`src/rtl/pipe_ctrl_pkg.sv`:
```
// Types shared by the pipeline control logic: FSM states and a stall/flush vector
// ordered from the PC toward writeback.
package pipe_ctrl_pkg;

    typedef enum logic [0:0] {
        ST_RUN        = 1'b0,
        ST_REDIR_WAIT = 1'b1
    } ctrl_state_t;

    typedef struct packed {
        logic pc;
        logic ifid;
        logic idexe;
        logic exemem;
        logic memwb;
    } pipe_ctl_t;

    localparam pipe_ctl_t PIPE_CTL_NONE = '{default: 1'b0};

endpackage

```
`src/rtl/load_use_detect.sv`:
```
// Flags an ID instruction that reads the destination of a load still in EXE.
// Purely combinational; x0 never creates a dependency.
module load_use_detect (
    input  logic       i_valid_exe,
    input  logic       i_is_load_exe,
    input  logic [4:0] i_rd_exe,
    input  logic [4:0] i_rs1_id,
    input  logic [4:0] i_rs2_id,
    input  logic       i_use_rs1_id,
    input  logic       i_use_rs2_id,
    output logic       o_hazard
);

    logic w_rs1_hit;
    logic w_rs2_hit;

    assign w_rs1_hit = i_use_rs1_id && (i_rs1_id == i_rd_exe);
    assign w_rs2_hit = i_use_rs2_id && (i_rs2_id == i_rd_exe);
    assign o_hazard  = i_valid_exe && i_is_load_exe && (i_rd_exe != 5'd0) && (w_rs1_hit || w_rs2_hit);

endmodule

```
`src/rtl/pipeline_hazard_ctrl.sv`:
```
// Stall/flush/redirect controller for the 5-stage core, with saturating perf counters.
// Control outputs are combinational from inputs and state; redirects issue in the same cycle.
module pipeline_hazard_ctrl
    import pipe_ctrl_pkg::*;
#(
    parameter int XLEN  = 64,
    parameter int CNT_W = 32
) (
    input  logic             clk,
    input  logic             rst,
    input  logic             i_imem_busy,
    input  logic             i_dmem_busy,
    input  logic             i_valid_exe,
    input  logic             i_is_load_exe,
    input  logic [4:0]       i_rd_exe,
    input  logic [4:0]       i_rs1_id,
    input  logic [4:0]       i_rs2_id,
    input  logic             i_use_rs1_id,
    input  logic             i_use_rs2_id,
    input  logic             i_mispredict_exe,
    input  logic [XLEN-1:0]  i_target_pc_exe,
    input  logic             i_trap_mem,
    input  logic [XLEN-1:0]  i_trap_pc_mem,
    output logic             o_stall_pc,
    output logic             o_stall_ifid,
    output logic             o_stall_idexe,
    output logic             o_stall_exemem,
    output logic             o_stall_memwb,
    output logic             o_flush_ifid,
    output logic             o_flush_idexe,
    output logic             o_flush_exemem,
    output logic             o_flush_memwb,
    output logic             o_redirect_valid,
    output logic [XLEN-1:0]  o_redirect_pc,
    output logic [CNT_W-1:0] o_stall_cnt,
    output logic [CNT_W-1:0] o_flush_cnt
);

    localparam logic [CNT_W-1:0] CNT_ONE = {{(CNT_W-1){1'b0}}, 1'b1};

    ctrl_state_t      r_state;
    logic [XLEN-1:0]  r_pend_pc;
    logic [CNT_W-1:0] r_stall_cnt;
    logic [CNT_W-1:0] r_flush_cnt;

    ctrl_state_t      w_next_state;
    logic [XLEN-1:0]  w_pend_nxt;
    logic [XLEN-1:0]  w_evt_pc;
    pipe_ctl_t        w_stall;
    pipe_ctl_t        w_flush;
    logic             w_redir_vld;
    logic [XLEN-1:0]  w_redir_pc;
    logic             w_flush_evt;
    logic             w_load_use;

    load_use_detect u_load_use_detect (
        .i_valid_exe   (i_valid_exe),
        .i_is_load_exe (i_is_load_exe),
        .i_rd_exe      (i_rd_exe),
        .i_rs1_id      (i_rs1_id),
        .i_rs2_id      (i_rs2_id),
        .i_use_rs1_id  (i_use_rs1_id),
        .i_use_rs2_id  (i_use_rs2_id),
        .o_hazard      (w_load_use)
    );

    always_comb begin
        w_next_state = r_state;
        w_pend_nxt   = r_pend_pc;
        w_evt_pc     = i_trap_mem ? i_trap_pc_mem : i_target_pc_exe;
        w_stall      = PIPE_CTL_NONE;
        w_flush      = PIPE_CTL_NONE;
        w_redir_vld  = 1'b0;
        w_redir_pc   = '0;
        w_flush_evt  = 1'b0;
        if (!rst) begin
            case (r_state)
                ST_RUN: begin
                    if (i_dmem_busy) begin
                        w_stall.pc     = 1'b1;
                        w_stall.ifid   = 1'b1;
                        w_stall.idexe  = 1'b1;
                        w_stall.exemem = 1'b1;
                        w_flush.memwb  = 1'b1;
                    end else if (i_trap_mem || i_mispredict_exe) begin
                        // A trap also squashes EXE; a mispredict lets EXE advance.
                        w_flush.ifid   = 1'b1;
                        w_flush.idexe  = 1'b1;
                        w_flush.exemem = i_trap_mem;
                        w_flush_evt    = 1'b1;
                        if (i_imem_busy) begin
                            w_stall.pc   = 1'b1;
                            w_pend_nxt   = w_evt_pc;
                            w_next_state = ST_REDIR_WAIT;
                        end else begin
                            w_redir_vld = 1'b1;
                            w_redir_pc  = w_evt_pc;
                        end
                    end else if (w_load_use) begin
                        w_stall.pc    = 1'b1;
                        w_stall.ifid  = 1'b1;
                        w_flush.idexe = 1'b1;
                    end else if (i_imem_busy) begin
                        w_stall.pc   = 1'b1;
                        w_flush.ifid = 1'b1;
                    end
                end
                ST_REDIR_WAIT: begin
                    w_stall.pc   = 1'b1;
                    w_flush.ifid = 1'b1;
                    if (i_dmem_busy) begin
                        w_stall.idexe  = 1'b1;
                        w_stall.exemem = 1'b1;
                        w_flush.memwb  = 1'b1;
                    end else if (i_trap_mem) begin
                        w_flush.idexe  = 1'b1;
                        w_flush.exemem = 1'b1;
                        w_flush_evt    = 1'b1;
                        w_pend_nxt     = i_trap_pc_mem;
                    end
                    // The PC must load the redirect target, so its hold is released here.
                    if (!i_imem_busy) begin
                        w_stall.pc   = 1'b0;
                        w_redir_vld  = 1'b1;
                        w_redir_pc   = (i_trap_mem && !i_dmem_busy) ? i_trap_pc_mem : r_pend_pc;
                        w_next_state = ST_RUN;
                    end
                end
                default: w_next_state = ST_RUN;
            endcase
        end
    end

    always_ff @(posedge clk) begin
        if (rst) begin
            r_state     <= ST_RUN;
            r_pend_pc   <= '0;
            r_stall_cnt <= '0;
            r_flush_cnt <= '0;
        end else begin
            r_state   <= w_next_state;
            r_pend_pc <= w_pend_nxt;
            if ((|w_stall) && !(&r_stall_cnt)) begin
                r_stall_cnt <= r_stall_cnt + CNT_ONE;
            end
            if (w_flush_evt && !(&r_flush_cnt)) begin
                r_flush_cnt <= r_flush_cnt + CNT_ONE;
            end
        end
    end

    assign o_stall_pc       = w_stall.pc;
    assign o_stall_ifid     = w_stall.ifid;
    assign o_stall_idexe    = w_stall.idexe;
    assign o_stall_exemem   = w_stall.exemem;
    assign o_stall_memwb    = w_stall.memwb;
    assign o_flush_ifid     = w_flush.ifid;
    assign o_flush_idexe    = w_flush.idexe;
    assign o_flush_exemem   = w_flush.exemem;
    assign o_flush_memwb    = w_flush.memwb;
    assign o_redirect_valid = w_redir_vld;
    assign o_redirect_pc    = w_redir_pc;
    assign o_stall_cnt      = r_stall_cnt;
    assign o_flush_cnt      = r_flush_cnt;

endmodule

```
`config.mk`:
```
export PLATFORM = sky130hd
export DESIGN_NAME = pipeline_hazard_ctrl
export DESIGN_NICKNAME = d
export VERILOG_FILES = /design/src/rtl/pipe_ctrl_pkg.sv /design/src/rtl/load_use_detect.sv /design/src/rtl/pipeline_hazard_ctrl.sv
export SDC_FILE = /design/constraint.sdc
export NUM_CORES = 1
export LEC_CHECK = 0
export CAP_MARGIN = 20
export CORE_ASPECT_RATIO = 0.6
export CORE_MARGIN = 10
export CORE_UTILIZATION = 47
export DETAILED_ROUTE_END_ITERATION = 10
export PLACE_DENSITY = 0.82
export RECOVER_POWER = 50
export REMOVE_ABC_BUFFERS = 1
export SLEW_MARGIN = 40
export SYNTH_ARGS = -nofsm -noshare
export SYNTH_HDL_FRONTEND = slang
export SYNTH_SLANG_ARGS = --single-unit
```
`constraint.sdc`:
```
create_clock -name clk -period 2.27 [get_ports clk]
set_input_delay 0.227 -clock clk [delete_from_list [all_inputs] [get_ports clk]]
set_output_delay 0.227 -clock clk [all_outputs]
set_load 0.03 [all_outputs]
```
## Word-level counts from Yosys, hierarchy flattened

Index checks and enable logic that the tools add are counted.

- Add/sub/neg operators: 2
- Equal/unequal tests: 7
- Multiplexer cells: 47
- Bitwise gates (word level): 1
- Reduce and logical (&&, ||, !) cells: 18

Operator list:

| kind | count |
|---|---|
| 64-bit 2-to-1 mux | 12 |
| 64-bit case mux with 2 select lines | 2 |
| 32-bit by 1-bit adder with 32-bit output, second input constant | 2 |
| 32-bit AND reduction | 2 |
| 1-bit 2-to-1 mux | 20 |
| 5-bit == test | 2 |
| 2-bit 2-to-1 mux | 5 |
| 2-bit inequality test, second input constant | 5 |
| 1-bit logical AND | 8 |
| 4-bit 2-to-1 mux | 2 |
| 1-bit case mux with 2 select lines | 4 |
| 4-bit case mux with 2 select lines | 1 |
| 5-bit AND reduction | 1 |
| 5-bit nonzero test | 1 |
| 4-bit OR reduction | 1 |
| 1-bit zero test | 3 |
| 3-bit 2-to-1 mux | 1 |
| 1-bit logical OR | 2 |
| 1-bit inverter | 1 |

- Register bits after elaboration: 129
- Bits of input ports: 153
- Output and inout port bits: 138
- Word-level logic and storage cells: 79

## Logic depth before layout (Yosys ltp)

- Word-level depth: 11
- Mapped depth: 9
- Depth with buffers taken out: 7

## Modules after synthesis

From an unflattened synthesis, not the netlist that was laid out.

- Cells, all modules: 1,046
- Area total of the unflattened synthesis: 8,334.2 um^2

By module, submodules not included:

| module | times used | cells an instance | area each (um^2) | sequential area each (um^2) |
|---|---|---|---|---|
| pipeline_hazard_ctrl | 1 | 1,029 | 8,199.1 | 2,582.5 |
| load_use_detect | 1 | 17 | 135.1 | 0.0 |

## Least setup slack after synthesis

OpenSTA, ideal clock, no wires.

- Kind: flip-flop to flip-flop
- Start point: register r_stall_cnt[2] (netlist: o_stall_cnt[2])
- End point: register r_stall_cnt[25] (netlist: o_stall_cnt[25])
- Library setup time: 0.070 ns
- Arrival time: 2.037 ns
- Required time: 2.200 ns
- Setup slack: 0.163 ns
- Cell stages (with the launch flop): 8
- Path buffers: 2
- Period minus slack after synthesis: 2.107 ns
- Path through: dfxtp_1 -> buf_2 -> nand3_1 -> nor4_4 -> nand2_1 -> buf_6 -> or4_1 -> a21oi_1

- Word-level cells in the longest chain between the ends: 3
- Elaborated cells between the ends (all ways): 4
- Those cells by class: 1 x add/sub; 3 x reduce/logical

Ends and longest elaborated chain:

| what | RTL line | source |
|---|---|---|
| start, declared | pipeline_hazard_ctrl.sv:43 | `logic [CNT_W-1:0] r_stall_cnt;` |
| start signal, assigned | pipeline_hazard_ctrl.sv:144 | `r_stall_cnt <= r_stall_cnt + CNT_ONE;` |
| branches (longest 3 deep; another with 32-bit by 1-bit adder with 32-bit output) | -- |  |

Parallel ways; which one is timed is not known.
A chain may end at the register's enable or synchronous reset.

## Worst setup path after layout

- Start point: input i_rs1_id[3]
- End point: output o_stall_pc

- Word-level cells in the longest chain between the ends: 9

Ends and longest elaborated chain:

| what | RTL line | source |
|---|---|---|
| start, declared | pipeline_hazard_ctrl.sv:16 | `input logic [4:0] i_rs1_id,` |
| 5-bit == test | load_use_detect.sv:17 | `assign w_rs1_hit = i_use_rs1_id && (i_rs1_id == i_rd_exe);` |
| 1-bit logical AND | load_use_detect.sv:17 |  |
| 1-bit logical OR | load_use_detect.sv:19 | `assign o_hazard = i_valid_exe && i_is_load_exe && (i_rd_exe != 5'd0) && (w_rs1_hit \|\| w_rs2_hit);` |
| 1-bit logical AND | load_use_detect.sv:19 |  |
| 1-bit 2-to-1 mux | pipeline_hazard_ctrl.sv:99 | `end else if (w_load_use) begin` |
| 1-bit 2-to-1 mux | pipeline_hazard_ctrl.sv:85 | `end else if (i_trap_mem \|\| i_mispredict_exe) begin` |
| 2-bit 2-to-1 mux | pipeline_hazard_ctrl.sv:79 | `if (i_dmem_busy) begin` |
| 1-bit case mux with 2 select lines | pipeline_hazard_ctrl.sv:77 | `case (r_state)` |
| 4-bit 2-to-1 mux | pipeline_hazard_ctrl.sv:76 | `if (!rst) begin` |
| end, declared | pipeline_hazard_ctrl.sv:24 | `output logic o_stall_pc,` |

Every way passes these cells.

==> flow_metrics.py <==
metrics = {
    "outcome": {
        "outcome": "completed",
    },
    "layout": {
        "instances_no_fill": 1626,
        "drive_gt1_share_pct": 15.4,
        "final_nets": 1527,
        "syn_to_final_growth_pct": 46.8,
    },
    "critical_path": {
        "end_kind": "output port",
        "cp.required_ns": 2.04,
        "criticalPathCategory": "input pin to output port",
        "critPathArrivalTime_ns": 1.97,
        "critPathSlowestCell": "clkdlybuf4s50_1",
        "critical_path.max_stage_delay_ns": 0.47,
        "critical_path_buf_inv_count": 3,
        "worst-path-max-fanout": 3,
        "worstPathCellList": "clkdlybuf4s50_1, xnor2_1, nand4_1, o22ai_2, buf_6, and2_4, o21ai_1, a21oi_1, buf_4",
        "cp_top_family": "buffers and inverters",
        "start_kind": "input pin",
    },
    "clock_tree": {
        "cts_tree": "yes",
        "cts.sinks": 129,
        "clockBufferDepth": 2,
        "postCtsHoldBufs": 0,
        "cts_root_buffer": "clkbuf_16",
        "path_clk_slew_ns": 0.06,
        "cts_htree_levels": 4,
        "clock_latency_ns": 0.42,
        "cts_buffers": 17,
    },
    "place": {
        "dp_hpwl_um": 23300,
        "place_ws_ns": -0.397,
        "portBuffers": 289,
        "routabilityCongestion": 0.867,
        "post-place-cells": 1591,
    },
    "detailed_routing": {
        "drt_iter0_drc": 929,
        "drc": 0,
        "ant_nets": 0,
        "vias_per_cell": 5.95,
        "avgRoutedWirePerCell_um": 19.6,
        "vias": 9678,
        "firstDrtPassIters": 5,
        "totalWireLength_um": 31800,
    },
    "grt": {
        "grt_util_met3_pct": 9.09,
        "antenna_found_initial": 1,
        "grt.total_usage_pct": 24.6,
        "grt_overflow": 0,
        "grt_pass1_wl_um": 50500,
        "grtUsageMet2_pct": 37.8,
        "grt_max_degree": 65,
        "grt.busiest_layer": "met2",
        "grt.met1_usage_pct": 32.1,
        "grt_pass1_vias": 9021,
    },
    "synth": {
        "syn_avg_cell_area_um2": 7.99,
        "synthArstFlopShare_pct": 0,
        "syn-cell-area_um2": 8620,
        "synth.distinct_cells": 55,
        "ys_seq_elements": 129,
        "yosys_warnings": 0,
        "synth_edf_count": 0,
        "syn_inst": 1078,
        "synth_ff_type": "dfxtp_1",
        "yosysSeqAreaShare_pct": 30.0,
    },
    "sta": {
        "setup_viol": 0,
        "tightestPinTransition_ns": 0.851,
        "period_minus_slack_ns": 2.20,
        "setup_tns_ns": 0,
        "rsz0062_at_grt": "no",
        "slew_viol_final": 0,
        "fin_skew_ns": 0.0112,
        "hold_violations": 0,
        "fmax_mhz": 455,
        "slew_headroom_pct": 43.3,
        "fin_crit_sh_pct": 96.9,
        "postLayoutSetupSlackWorst_ns": 0.0714,
    },
    "power_and_ir_drop": {
        "p_seq_share_pct": 36.6,
        "total_power_mw": 6.56,
        "clkPwrFrac_pct": 41.7,
        "power.share.switching_pct": 29.6,
        "internal_power_mw": 4.62,
        "power_leakage_nw": 5.02,
        "ir_worst_vdd_mv": 0.482,
        "power.switching_mw": 1.94,
        "pwr-share-comb_pct": 21.7,
        "power_density_nw_per_um2": 519,
    },
    "floorplanning": {
        "start_util_pct": 47.8,
        "die_h_um": 125,
        "die_w_um": 195,
        "dieArea_um2": 24300,
        "ios": 291,
        "num_rows": 38,
        "core_area_um2": 18000,
    },
    "flow_run": {
        "max_cap_viol_count": 0,
    },
    "min_path": {
        "hp-class": "input pin to flip-flop",
    },
}
## sequential cells by signal, indices dropped and copies added (netlist names)
signal	flops
r_pend_pc	64
r_state	1
o_stall_cnt	32
o_flush_cnt	32
## layer usage
| metal | up-vias | share of wire (%) |
|---|---|---|
| met2 | 446 | 45 |
| met1 | 4605 | 43 |
| met5 | - | 0 |
| met4 | 0 | 1.2 |
| met3 | 32 | 11 |
| li1 | 4595 | - |
## cells in the mapped netlist (4+ instances only)
library cell / number / area (um2)
and4_1: 7 / 61.3
o21ai_1: 5 / 25.0
o31ai_1: 16 / 120
a21oi_1: 32 / 160
nor2b_1: 5 / 31.3
or4_1: 16 / 120
and2_1: 8 / 50.1
mux2i_1: 135 / 1350
nor3_1: 6 / 30.0
nor4_1: 5 / 31.3
nand2_1: 96 / 360
o21ai_0: 77 / 385
xor2_1: 15 / 131
or3_1: 15 / 93.8
o21a_1: 4 / 30.0
nor2_1: 172 / 646
buf_6: 4 / 45.0
o22a_1: 64 / 561
inv_1: 5 / 18.8
buf_1: 5 / 18.8
a311oi_1: 64 / 561
buf_2: 19 / 95.1
nand4_1: 27 / 169
xnor2_1: 17 / 149
dfxtp_1: 129 / 2580
nand3_1: 23 / 115
and3_1: 7 / 43.8
clkbuf_1: 67 / 251
## logic make-up (layout without fill, tap and decap cells)
kind of cell    Yosys count  in the layout  synth area share, %
compound gates          277            277                 23.3
xor+xnor                 32             32                 3.25
fa+ha+maj                 2              2                0.290
buf+inv                 104            411                 5.42
flops                   129            129                 30.0
mux                     137            137                 15.9
other cells               1              2               0.0435
simple gates            396            396                 21.8
## final cells by class
| class | instances | area (um2) |
|---|---|---|
| multi-input combinational | 845 | 5620 |
| timing repair buffer | 374 | 3540 |
| clock inverter | 14 | 144 |
| fill | 1405 | 5370 |
| clock buffer | 18 | 439 |
| antenna | 1 | 2.50 |
| inverter | 5 | 18.8 |
| sequential | 129 | 2580 |
| tap | 240 | 300 |
## path summary, 6_finish.rpt
check / cells after the start / slack (ns) / endpoint / start
setup / recovery: 9 / 0.07 / o_stall_pc / i_rs1_id[3]
hold reg to reg: 1 / 0.49 / o_flush_cnt[4]$_SDFFE_PP0P_ / o_flush_cnt[4]$_SDFFE_PP0P_
hold / removal: 2 / 0.20 / r_pend_pc[19]$_SDFFE_PP0P_ / rst
setup reg to reg: 5 / 0.18 / r_pend_pc[52]$_SDFFE_PP0P_ / r_state$_SDFF_PP0_
## through the flow
| step | area (um2) | hold slack (ns) | utilization [%] |
|---|---|---|---|
| 2_1_floorplan | 8170 | 0.296 | - |
| 3_5_place_dp | 12000 | 0.477 | 66.8 |
| 6_report | 12700 | 0.196 | 70.2 |
| 3_3_place_gp | 12000 | 0.473 | 66.8 |
| 5_1_grt | 12600 | 0.174 | 70.2 |
| 4_1_cts | 12600 | 0.171 | 70.1 |
## power by group through the flow
stage	combinational (mW)	clock [mW]	sequential, mW
after floorplan	0.687	0	2.46
after global placement	1.39	0	2.45
after detailed placement	1.42	0	2.45
after CTS	1.42	2.76	2.40
after global routing	1.53	2.88	2.41
final	1.42	2.74	2.40
## repair_timing
item | CTS | global route
gates cloned | 0 | 0
pin swaps | 7 | 7
resized for setup | 13 | 13
endpoints found under the setup margin | 39 | 40
setup buffers | 1 | 1
## cells in the final DEF, fill, tap and decap left out, types with 4 or more instances in the layout
cell             synthesis  routed
or3_1                   15      14
o31ai_1                 16      16
o21ai_1                  5       6
xor2_1                  15      15
a21oi_1                 32      32
nor2_1                 172     171
nand3_1                 23      23
clkdlybuf4s50_1          0     145
o21ai_0                 77      75
buf_4                    3     134
dlygate4sd3_1            0      64
nor3_1                   6       5
and3_1                   7       7
clkbuf_16                0      17
nor4_1                   5       5
mux2i_1                135     135
dfxtp_1                129     128
clkinvlp_4               0       4
o21a_1                   4       4
and2_1                   8       7
o22a_1                  64      64
nand2_1                 96      93
inv_1                    5       5
xnor2_1                 17      16
or4_1                   16      16
and4_1                   7       7
a311oi_1                64      64
buf_12                   0      16
inv_6                    0       5
nand4_1                 27      27
nor2b_1                  5       4
No activity file was read; power rests on OpenSTA's default activity.
==> variant (config.mk and constraints unchanged) <==
`CNT_W`: 32 -> 48.
--- a/src/rtl/pipeline_hazard_ctrl.sv
+++ b/src/rtl/pipeline_hazard_ctrl.sv
@@ -6,3 +6,3 @@
     parameter int XLEN  = 64,
-    parameter int CNT_W = 32
+    parameter int CNT_W = 48
 ) (
Interface: changed (resized o_flush_cnt and o_stall_cnt); port bits go from 291 to 323. No check against the original RTL was run, so the function may have changed too.
==> variant against the original RTL <==
  * Sequential power up 23%
  * Total power up 15%
  * First-iteration DRC count up 4.0%
  * Sequential cell count up 32
  * Global-route usage up 0.66 points
  * Clock power up 16%
  * Area after synthesis up 18%
  * Final area up 18%
  * Wire length up 19%
  * Setup slack worse by 0.030 ns
  * Via count up 16%
  * Critical path type is now reg2reg
==> variant: results (changes against the original RTL) <==
* Final Cycle Share: 0.9819 (+0.01334)
- Status: finished, final reports clean
- The total of buffers placed on input and output ports came to 321 (+11%).
- The highest cell delay on the worst timing path came to 0.41 ns (-0.06 ns).
- The xor/xnor share of the synthesized area was 0.05668 (+0.02416).
- The power per unit of standard cell area was 505.4 nW/um^2 (-2.6%).
- The net count reported at finish was 1778 (+16%).
- The total vias in the final route was 11220 (+16%).
- The worst-case headroom to the max-slew limit was 0.5114 (+0.07868).
* Average detailed-routed wire length per instance: 19.71 um (+0.80%)
- Metal2 WL: 17.34 mm (+21%)
- The combinational cell fraction of total power is 0.189 (-0.028).
* Routing usage on met3: 0.08467 (-0.006189)
- The global-route wire length before repair was 58.49 mm (+16%).
- Routability congestion estimate: 0.9229 (+6.4%)
* Antenna diodes: 0 (-1)
* Worst IR drop on VDD: 0.4988 mV (+3.6%)
* Mean area per synthesized cell: 7.986 um^2 (-0.10%)
- Post-Route M1 WL: 16.08 mm (+17%)
- Final worst clock skew: 0.01010 ns (-0.001088 ns)
- Post-synthesis share of cell area spent on full adders, half adders and majority gates: 0.002454 (-0.0004499)
- The worst slack on hold paths is 0.1107 ns (-0.08566 ns).
- The initial antenna violation count is 0 (-1).
* Sequential-cell power consumption: 2.96 mW (+23%)
* Arrival @ worst endpoint: 2.54 ns (+0.57 ns)
* Leak pwr: 6.091 nW (+21%)
- The first-iteration detailed-routing DRC count was 966 (+4.0%).
- The net load switching power is 2.040 mW (+4.9%).
- By area the synthesized netlist is led by sky130_fd_sc_hd__dfxtp_1 (32%), sky130_fd_sc_hd__mux2i_1 (13%), sky130_fd_sc_hd__nor2_1 (8.3%).
- The multiplexer area fraction after synthesis was 0.1430 (-0.01636).
* Cell Count Post-Placement: 1872 (+18%)
- The sequential area share after synthesis is 0.3160 (+0.01638).
- The pin count of the biggest net entering global routing came to 142 (+120%).
- The fraction of final layout cells sized beyond drive strength 1 is 0.1675 (+0.01369).
- Top fanout value on the critical path: 5 (+2)
- The fraction of the mapped netlist area in compound gates is 0.1996 (-0.03341).
- Global router's overall resource usage: 0.2524 (+0.006581)
- GR met2 Demand/Resource: 0.3962 (+0.01790)
* Slowest-stage cell, CP: sky130_fd_sc_hd__dfxtp_1
- Crit start category: flip-flop
- The aggregate routed wire length is 37.75 mm (+19%).
- Worst reg2reg setup slack: 0.04 ns (-0.14 ns)
* Top delay family on crit path: simple AND/OR/NAND/NOR gates
- Capture point of the critical path: o_stall_cnt[43]
- The half-perimeter wire length after placement was 26.67 mm (+14%).
- The worst hold path terminates at o_stall_cnt[0].
- Number of inserted filler cells in the final layout: 1614 (+15%)
- The post-placement setup slack came to -0.5512 ns (-0.1539 ns).
* Library cells used by synthesis: 71 (+29%)
==> variant: changes by cell type in the layout (fill, tap and decap cells not counted), sizes merged, moves of 17 or more <==
cell,delta
nor2,+54
nand2,+17
buf,+20
nand3,+19
xor2,+28
dlygate4sd3,+31
dfxtp,+32
==> variant: what timing repair did <==
action | 4_1_cts | 5_1_grt
buffers inserted | 2 | 8
endpoints found under the setup margin | 27 | 80
endpoints found under the hold margin | 0 | 0
resized for setup | 19 | 39
pin swaps | 7 | 20
hold buffers | 0 | 0
cloned | 1 | 0
==> variant: cell families after synthesis <==
group | after synthesis
mux | 144
buf+inv | 119
xor+xnor | 66
fa+ha+maj | 2
flops | 161
simple gates | 512
compound gates | 272
other cells | 1
==> variant: cell type report <==
class	instances	area, um^2	area share
flip-flops and latches	161	3238	0.2160
clock buffers	21	470.5	0.03139
repair buffers	428	4026	0.2686
inverters	18	67.56	0.004508
well taps	279	349.1	0.02329
clock inverters	11	173.9	0.01160
multi-input cells	997	6664	0.4446
